===== config.mk =====
export PLATFORM = sky130hd
export DESIGN_NAME = param_accum
export DESIGN_NICKNAME = d
export VERILOG_FILES = /design/src/rtl/param_accum.sv
export SDC_FILE = /design/constraint.sdc
export NUM_CORES = 1
export LEC_CHECK = 0
export BUFFER_PORTS_ARGS = -buffer_cell sky130_fd_sc_hd__buf_2
export CAP_MARGIN = 20
export CORE_MARGIN = 2
export CORE_UTILIZATION = 33
export CTS_CLUSTER_SIZE = 28
export DETAILED_ROUTE_END_ITERATION = 6
export GPL_ROUTABILITY_DRIVEN = 0
export PLACE_DENSITY = 0.63
export SKIP_CTS_REPAIR_TIMING = 1
export SLEW_MARGIN = 20
export SYNTH_ARGS = -nofsm -noshare
export SYNTH_HDL_FRONTEND = slang
export SYNTH_SLANG_ARGS = --single-unit

===== constraint.sdc =====
create_clock -name CLK -period 8.05 [get_ports CLK]
set_clock_uncertainty 0.05 [all_clocks]
set_input_delay 0.805 -clock CLK [delete_from_list [all_inputs] [get_ports CLK]]
set_output_delay 0.805 -clock CLK [all_outputs]
set_load 0.01 [all_outputs]

===== src/rtl/param_accum.sv =====
// param_accum: sums a programmed number of input beats per frame and queues one result per frame.
// Define PARAM_ACCUM_MINMAX_EN to add the per-frame MIN (0x10) / MAX (0x14) registers.
module param_accum #(
    parameter int DW        = 8,
    parameter int SW        = 8,
    parameter int LEN_W     = 8,
    parameter int OUT_DEPTH = 2
) (
    input  logic             CLK,
    input  logic             RST,
    input  logic [DW-1:0]    din_value,
    input  logic             din_en,
    output logic             din_rdy,
    input  logic [LEN_W-1:0] len_value,
    input  logic             len_en,
    output logic             len_rdy,
    output logic [SW-1:0]    dout_value,
    input  logic             dout_en,
    output logic             dout_rdy,
    input  logic [7:0]       cfg_address,
    input  logic [31:0]      cfg_data_in,
    input  logic             cfg_op,
    input  logic             cfg_en,
    output logic [31:0]      cfg_data_out,
    output logic             cfg_rdy,
    output logic             busy
);

    // Handshake: every channel transfers on a cycle where en && rdy are both high;
    // en without rdy is ignored, and no rdy output depends on any en input.

    localparam int PTR_W = (OUT_DEPTH > 1) ? $clog2(OUT_DEPTH) : 1;
    localparam int CNT_W = $clog2(OUT_DEPTH + 1);

    typedef enum logic [1:0] {
        IDLE  = 2'd0,
        ACCUM = 2'd1,
        HOLD  = 2'd2
    } state_t;

    state_t            state_q, state_d;
    logic [SW-1:0]     sum_q, sum_d;
    logic [LEN_W-1:0]  remaining_q, remaining_d;
    logic              frm_sat_q, frm_sat_d;
    logic              frm_sgn_q, frm_sgn_d;
    logic [2:0]        ctrl_q, ctrl_d;
    logic              ovf_q, ovf_d;
    logic [31:0]       results_q, results_d;
    logic [SW-1:0]     last_q, last_d;
    logic [31:0]       cfg_data_out_q, cfg_data_out_d;
    logic [SW-1:0]     mem_q [OUT_DEPTH];
    logic [SW-1:0]     mem_d [OUT_DEPTH];
    logic [PTR_W-1:0]  wr_ptr_q, wr_ptr_d;
    logic [PTR_W-1:0]  rd_ptr_q, rd_ptr_d;
    logic [CNT_W-1:0]  count_q, count_d;
    logic [SW-1:0]     hold_out_q, hold_out_d;
`ifdef PARAM_ACCUM_MINMAX_EN
    logic [SW-1:0]     min_run_q, min_run_d;
    logic [SW-1:0]     max_run_q, max_run_d;
    logic [SW-1:0]     min_q, min_d;
    logic [SW-1:0]     max_q, max_d;
    logic              first_q, first_d;
    logic [SW-1:0]     new_min, new_max;
`endif

    logic              beat, len_acc, deq, space, enq;
    logic [SW-1:0]     enq_val;
    logic [SW-1:0]     din_ext;
    logic [SW:0]       acc_res;
    logic              ovf_now;
    logic              cfg_wr, cfg_rd;
    logic [31:0]       status_word, rd_data;
    logic              unused_cfg_bits;

    // Returns {overflow, result} for one accumulate step in the frame's mode.
    function automatic logic [SW:0] accum_op(input logic [SW-1:0] a, input logic [SW-1:0] b,
                                             input logic sat, input logic sgn);
        logic [SW:0]   full;
        logic [SW-1:0] res;
        logic          ovf;
        full = {1'b0, a} + {1'b0, b};
        res  = full[SW-1:0];
        if (sgn) ovf = (a[SW-1] == b[SW-1]) && (full[SW-1] != a[SW-1]);
        else     ovf = full[SW];
        if (ovf && sat) begin
            if (sgn) begin
                res = a[SW-1] ? '0 : '1;
                res[SW-1] = a[SW-1];
            end else begin
                res = '1;
            end
        end
        return {ovf, res};
    endfunction

    function automatic logic [PTR_W-1:0] ptr_next(input logic [PTR_W-1:0] p);
        return (p == PTR_W'(OUT_DEPTH - 1)) ? '0 : p + 1'b1;
    endfunction

    assign unused_cfg_bits = &{1'b0, cfg_data_in[31:3]};

    assign busy         = (state_q != IDLE);
    assign len_rdy      = (state_q == IDLE);
    assign din_rdy      = (state_q == ACCUM) && !ctrl_q[2];
    assign dout_rdy     = (count_q != '0);
    assign dout_value   = dout_rdy ? mem_q[rd_ptr_q] : hold_out_q;
    assign cfg_data_out = cfg_data_out_q;
    assign cfg_rdy      = 1'b1;

    always_comb begin
        state_d        = state_q;
        sum_d          = sum_q;
        remaining_d    = remaining_q;
        frm_sat_d      = frm_sat_q;
        frm_sgn_d      = frm_sgn_q;
        ctrl_d         = ctrl_q;
        results_d      = results_q;
        last_d         = last_q;
        cfg_data_out_d = cfg_data_out_q;
        mem_d          = mem_q;
        wr_ptr_d       = wr_ptr_q;
        rd_ptr_d       = rd_ptr_q;
        hold_out_d     = hold_out_q;
`ifdef PARAM_ACCUM_MINMAX_EN
        min_run_d      = min_run_q;
        max_run_d      = max_run_q;
        min_d          = min_q;
        max_d          = max_q;
        first_d        = first_q;
        new_min        = min_run_q;
        new_max        = max_run_q;
`endif

        beat    = din_en && din_rdy;
        len_acc = len_en && len_rdy && (len_value != '0);
        deq     = dout_en && dout_rdy;
        space   = (count_q != CNT_W'(OUT_DEPTH)) || deq;
        din_ext = frm_sgn_q ? SW'($signed(din_value)) : SW'(din_value);
        acc_res = accum_op(sum_q, din_ext, frm_sat_q, frm_sgn_q);
        enq     = 1'b0;
        enq_val = sum_q;
        ovf_now = 1'b0;
        cfg_wr  = cfg_en && cfg_op;
        cfg_rd  = cfg_en && !cfg_op;

        case (state_q)
            IDLE: begin
                if (len_acc) begin
                    remaining_d = len_value;
                    sum_d       = '0;
                    frm_sat_d   = ctrl_q[0];
                    frm_sgn_d   = ctrl_q[1];
                    state_d     = ACCUM;
`ifdef PARAM_ACCUM_MINMAX_EN
                    first_d     = 1'b1;
`endif
                end
            end
            ACCUM: begin
                if (beat) begin
                    ovf_now     = acc_res[SW];
                    sum_d       = acc_res[SW-1:0];
                    remaining_d = remaining_q - 1'b1;
`ifdef PARAM_ACCUM_MINMAX_EN
                    if (first_q || (frm_sgn_q ? ($signed(din_ext) < $signed(min_run_q))
                                              : (din_ext < min_run_q)))
                        new_min = din_ext;
                    if (first_q || (frm_sgn_q ? ($signed(din_ext) > $signed(max_run_q))
                                              : (din_ext > max_run_q)))
                        new_max = din_ext;
                    min_run_d = new_min;
                    max_run_d = new_max;
                    first_d   = 1'b0;
                    if (remaining_q == LEN_W'(1)) begin
                        min_d = new_min;
                        max_d = new_max;
                    end
`endif
                    // Last beat bypasses HOLD when the FIFO can take it this cycle.
                    if (remaining_q == LEN_W'(1)) begin
                        if (space) begin
                            enq     = 1'b1;
                            enq_val = acc_res[SW-1:0];
                            state_d = IDLE;
                        end else begin
                            state_d = HOLD;
                        end
                    end
                end
            end
            HOLD: begin
                if (space) begin
                    enq     = 1'b1;
                    enq_val = sum_q;
                    state_d = IDLE;
                end
            end
            default: state_d = IDLE;
        endcase

        if (enq) begin
            mem_d[wr_ptr_q] = enq_val;
            wr_ptr_d        = ptr_next(wr_ptr_q);
            results_d       = results_q + 32'd1;
            last_d          = enq_val;
        end
        if (deq) begin
            rd_ptr_d   = ptr_next(rd_ptr_q);
            hold_out_d = mem_q[rd_ptr_q];
        end
        count_d = count_q + CNT_W'(enq) - CNT_W'(deq);

        // A fresh overflow wins over a same-cycle W1C clear.
        ovf_d = (ovf_q && !(cfg_wr && (cfg_address == 8'h04) && cfg_data_in[1])) || ovf_now;
        if (cfg_wr && (cfg_address == 8'h00))
            ctrl_d = cfg_data_in[2:0];

        status_word              = '0;
        status_word[0]           = busy;
        status_word[1]           = ovf_q;
        status_word[LEN_W+7:8]   = remaining_q;

        case (cfg_address)
            8'h00:   rd_data = 32'(ctrl_q);
            8'h04:   rd_data = status_word;
            8'h08:   rd_data = results_q;
            8'h0C:   rd_data = 32'(last_q);
`ifdef PARAM_ACCUM_MINMAX_EN
            8'h10:   rd_data = 32'(min_q);
            8'h14:   rd_data = 32'(max_q);
`endif
            default: rd_data = '0;
        endcase
        if (cfg_rd)
            cfg_data_out_d = rd_data;
    end

    always_ff @(posedge CLK) begin
        if (RST) begin
            state_q        <= IDLE;
            sum_q          <= '0;
            remaining_q    <= '0;
            frm_sat_q      <= 1'b0;
            frm_sgn_q      <= 1'b0;
            ctrl_q         <= '0;
            ovf_q          <= 1'b0;
            results_q      <= '0;
            last_q         <= '0;
            cfg_data_out_q <= '0;
            for (int i = 0; i < OUT_DEPTH; i++) mem_q[i] <= '0;
            wr_ptr_q       <= '0;
            rd_ptr_q       <= '0;
            count_q        <= '0;
            hold_out_q     <= '0;
`ifdef PARAM_ACCUM_MINMAX_EN
            min_run_q      <= '0;
            max_run_q      <= '0;
            min_q          <= '0;
            max_q          <= '0;
            first_q        <= 1'b0;
`endif
        end else begin
            state_q        <= state_d;
            sum_q          <= sum_d;
            remaining_q    <= remaining_d;
            frm_sat_q      <= frm_sat_d;
            frm_sgn_q      <= frm_sgn_d;
            ctrl_q         <= ctrl_d;
            ovf_q          <= ovf_d;
            results_q      <= results_d;
            last_q         <= last_d;
            cfg_data_out_q <= cfg_data_out_d;
            mem_q          <= mem_d;
            wr_ptr_q       <= wr_ptr_d;
            rd_ptr_q       <= rd_ptr_d;
            count_q        <= count_d;
            hold_out_q     <= hold_out_d;
`ifdef PARAM_ACCUM_MINMAX_EN
            min_run_q      <= min_run_d;
            max_run_q      <= max_run_d;
            min_q          <= min_d;
            max_q          <= max_d;
            first_q        <= first_d;
`endif
        end
    end

endmodule

; ---- Word-level counts from Yosys, hierarchy flattened
; Index checks and enable logic that the tools add are counted.
[classes]
add_sub_neg = 7
n_lt_le_gt_ge = 3
n_eq_ne = 13
muxes = 36
bitwise = 2
n_reduce_logical = 28
[ops]
columns = op, n
row1 = $pmux 32 s4, 1
row2 = $mux 8, 15
row3 = $add 32x1->32 const B, 1
row4 = $pmux 8 s2, 2
row5 = $bwmux 16, 1
row6 = $eq 8x4->1 const B, 2
row7 = $logic_and 1x1->1, 14
row8 = $mux 2, 5
row9 = $add 8x8->9, 1
row10 = $demux 8 s1, 1
row11 = $eq 8x1->1 const B, 1
row12 = $eq 8x3->1 const B, 1
row13 = $logic_not 8->1, 1
row14 = $mux 1, 8
row15 = $reduce_bool 8->1, 1
row16 = $sub 8x1->8 const B, 1
row17 = $mux 7, 1
row18 = $ne 2x2->1 const B, 3
row19 = $pmux 2 s3, 1
row20 = $reduce_bool 2->1, 3
row21 = $ge 2x2->1 const B, 2
row22 = $ne 2x1->1 const B, 2
row23 = $not 1->2, 2
row24 = $reduce_and 4->1, 1
row25 = other kinds (14), 18
[totals]
register_bits = 124
output_inout_bits = 45
elab_cells = 105

; ---- Logic depth before layout (Yosys ltp)
[logic_depth]
ltp_word = 11
mapped_depth = 14
depth_no_buf = 12

; ---- Worst setup path before layout
; No wires, ideal clock.
[synth_path]
kind = input to register
from = input port dout_en
to = register count_q[1]
t_arrival_ns = 2.774
required_time_ns = 7.872
setup_slack_ns = 5.099
cell_stages = 12
n_path_buf = 2
path_cell_list = nor3b_1 -> nor2b_1 -> and2_1 -> buf_6 -> inv_1 -> buf_2 -> ha_1 -> inv_1 -> ha_1 -> xor2_1 -> xnor2_1 -> nor2_1
[synth_via]
elab_chain_cells = 8
[synth_rtl]
columns = element, line
row1 = from (decl), 18  ; input logic dout_en,
row2 = $logic_and 1x1->1 (*), 136  ; deq = dout_en && dout_rdy;
row3 = $logic_or 1x1->1, 137  ; space = (count_q != CNT_W'(OUT_DEPTH)) || deq;
row4 = $mux 1, "181, 192"
row5 = $mux 1, 180  ; if (remaining_q == LEN_W'(1)) begin
row6 = $mux 1, 160  ; if (beat) begin
row7 = $pmux 1 s2, 146  ; case (state_q)
row8 = $add 2x1->2, 211  ; count_d = count_q + CNT_W'(enq) - CNT_W'(deq);
row9 = $sub 2x1->2 (*), 211
row10 = to (signal assigned), 276  ; count_q <= count_d;
row11 = to (decl), 55  ; logic [CNT_W-1:0] count_q, count_d;
; Mark *: on every way between the ends. The rest lies on a longest branch, timed or not.
; A chain may end at the register's enable or synchronous reset.

; ---- Final worst setup path
[layout_path]
from = register state_q[1]
to = register count_q[1]
[layout_via]
elab_chain_cells = 7
word_cells_on_any_way = 8
cone_classes = 2 x add/sub / 2 x eq/ne / 2 x mux / 2 x reduce/logical
[layout_rtl]
columns = element, line
row1 = from (decl), 41  ; state_t state_q, state_d;
row2 = from (signal assigned), 263  ; state_q <= state_d;
row3 = $eq 2x1->1, "104, 146"
row4 = $logic_and 1x1->1, 104  ; assign din_rdy = (state_q == ACCUM) && !ctrl_q[2];
row5 = $logic_and 1x1->1, 134  ; beat = din_en && din_rdy;
row6 = $mux 1, 160
row7 = $pmux 1 s2 (*), 146
row8 = $add 2x1->2 (*), 211
row9 = $sub 2x1->2 (*), 211
; Marked as above.

==> impl_metrics.yaml <==
run_status:
  outcome: "finished, final reports clean"
placement:
  dp_hpwl_um: 10420
  io_buffers: 77
  placed_cell_area_um2: 6590
die:
  rows: 49
  start_util: 0.3364
  core_um2: 17960
  die_h_um: 139.3
  ios: 108
  die_x_um: 139.3
  die_area_um2: 19410
synthesis:
  ys_seq_area_frac: 0.4109
  syn_inst: 725
  synth_edf_count: 0
  syn_nets: 805
  ys_seq_elements: 124
  ys_warn_count: 0
  async_flop_share: 0
  synth.avg_cell_area_um2: 8.334
  syn_area_um2: 6042
  synth_ff_type: "dfxtp_1"
  synthDistinctLibCells: 62
detailed_routing:
  vias_per_cell: 5.230
  dr.pass1.iters: 4
  drcViolationCount: 0
  drt_iter0_markers: 339
  vias: 5376
  wl_per_cell_um: 14.55
  wirelength_um: 14950
  antenna_left: 0
grt:
  antenna_found_initial: 0
  first_global_vias: 4965
  grt_max_degree: 103
  grt_pass1_wl_um: 25210
  grt_util_all_layers: 0.1586
  overflow: 0
setup_path:
  r2r_slack_ns: 4.02
  cp-start-kind: "flip-flop"
  worstReg2RegStart: "state_q[1]$_SDFFE_PP0P_"
  crit_type: "flip-flop to flip-flop"
  crit_arrival_ns: 4.25
  timing.rr.end: "count_q[1]$_SDFF_PP0_"
  crit_start: "state_q[1]$_SDFFE_PP0P_"
  worstSetupEndpoint: "count_q[1]$_SDFF_PP0_"
  crit_required_ns: 8.27
  cp_max_fo: 22
  end_kind: "flip-flop"
  reg2reg_depth: 12
clocking:
  clk_latency_ns: 0.42
  h-tree-depth: 4
  numCtsBuffers: 17
  cts_tree: "done"
  root_buffer: "clkbuf_16"
  path_clk_slew_ns: 0.06
  clock_path_buffers: 2
  cts_sinks: 124
sta:
  fin_crit_ns: 4.030
  worst_slew_pin_slew_ns: 0.8004
  finalSetupViolations: 0
  finalHoldViolCount: 0
  fin_setup_tns_ns: 0
  rsz0062_at_grt: "false"
  relSlewSlack: 0.4664
  drv_slew: 0
  timing.fmax_ghz: 0.2481
  finalCritPeriodShare: 0.5006
power:
  peakVddDrop_v: 0.0001619
  cellPowerDensity_nw_per_um2: 215.8
  cellLeakagePower_uw: 0.002687
finish:
  fill_cells: 1810
  fin_util: 0.3997
  regArea_um2: 2482
  final_common_cell: "dfxtp_1"
  antenna_cells_inserted: 0
  layout-area-overhead-vs-synth_pct: 18.82
  fin_area_um2: 7179
  multiInputGateArea_um2: 3309
  drive_gt1_frac: 0.1552
  finalNetCount: 866
  mostFrequentLayoutCells: "124 x dfxtp_1, 112 x nor2_1, 76 x buf_2"
min_path:
  holdCritPathClass: "flip-flop to flip-flop"
job:
  drv_cap: 0
-- worst max-delay path, cell delays in order, from the launching register on --
cell,delay (ns)
dfxtp_1,0.31
inv_1,0.09
ha_1,0.60
nand3b_1,0.37
o41ai_4,0.45
and2_1,0.63
inv_1,0.41
ha_1,0.39
inv_1,0.04
ha_1,0.18
xor2_1,0.19
xnor2_1,0.14
nor2_1,0.05
-- synth_stat cells (all sizes together), types with 7 or more instances --
master	count	area (um^2)
xor2	9	78.83
nor2	113	431.7
xnor2	23	201.4
nand2	50	187.7
a21oi	51	255.2
nor3	23	115.1
nand3	36	190.2
nand4	9	56.30
nor4	8	56.30
ha	16	200.2
o221ai	7	61.31
dfxtp	124	2482
inv	25	93.84
a22oi	34	255.2
buf	13	65.05
o21ai	34	170.2
a211oi	19	142.6
or3	8	50.05
clkbuf	26	97.59
mux2i	19	190.2
nand2b	8	50.05
-- worst min-delay path by stage --
stage	start	endpoint	slack, ns	cells after the start
after floorplan	sum_q[3]$_SDFFE_PP0P_	sum_q[3]$_SDFFE_PP0P_	0.38	2
after global placement	mem_q[2]$_SDFFE_PP0P_	mem_q[2]$_SDFFE_PP0P_	0.40	2
after detailed placement	mem_q[2]$_SDFFE_PP0P_	mem_q[2]$_SDFFE_PP0P_	0.40	2
after CTS	mem_q[2]$_SDFFE_PP0P_	mem_q[2]$_SDFFE_PP0P_	0.41	2
after global routing	mem_q[10]$_SDFFE_PP0P_	mem_q[10]$_SDFFE_PP0P_	0.43	2
final	mem_q[10]$_SDFFE_PP0P_	mem_q[10]$_SDFFE_PP0P_	0.41	2
-- power by group --
part	switching [uW]	internal, uW
Clock	287	465
Combinational	95.8	57.9
Sequential	16.9	626
-- area by class of cell --
| cell class | count | area share |
|---|---|---|
| Clock buffer | 19 | 0.06169 |
| Inverter | 25 | 0.01307 |
| Timing Repair Buffer | 81 | 0.05873 |
| Tap cell | 229 | 0.03991 |
| Sequential cell | 124 | 0.3458 |
| Clock inverter | 13 | 0.01987 |
| Multi-Input combinational cell | 537 | 0.4610 |
-- stage by stage --
| step | total power, uW | hold slack (ns) | worst slack [ns] | cells |
|---|---|---|---|---|
| 2_1_floorplan | 761.3 | 0.3849 | 5.099 | 725 |
| 3_3_place_gp | 808.4 | 0.3957 | 4.098 | 996 |
| 3_5_place_dp | 810.1 | 0.4040 | 4.047 | 996 |
| 4_1_cts | 1565 | 0.4115 | 4.008 | 1028 |
| 5_1_grt | 1615 | 0.4315 | 3.642 | 1028 |
| 6_report | 1549 | 0.4128 | 4.020 | 1028 |
-- layer usage --
layer  part of all wire  GRT usage  up-vias  routed length [um]
li1                   -          -     2734                   -
met1               0.48     0.2110     2508                7104
met2               0.47     0.2549      128                6982
met3              0.051    0.04646        6                 765
met4             0.0068    0.03668        0                 102
met5                  0          0        -                   0
-- flip-flops by register name, summed over array words and instances (netlist names) --
signal,cells
results_q,32
last_q,8
state_q,2
ctrl_q,3
wr_ptr_q,1
mem_q,16
remaining_q,8
sum_q,8
cfg_data_out,32
frm_sgn_q,1
rd_ptr_q,1
hold_out_q,8
frm_sat_q,1
ovf_q,1
count_q,2
-- cell families (layout without fill, tap and decap cells) --
family	count (synthesis)	in the layout	synth area share
AOI/OAI and AO/OA	180	180	0.1980
xor gates and xnor gates	32	32	0.04639
adders and majority gates	17	17	0.03645
buffers and inverters	64	138	0.04245
DFF	124	124	0.4109
muxes	21	21	0.03893
other	1	1	0.0006207
and+or+nand+nor	286	286	0.2263
Note: power is estimated with default switching activity, not from simulation.
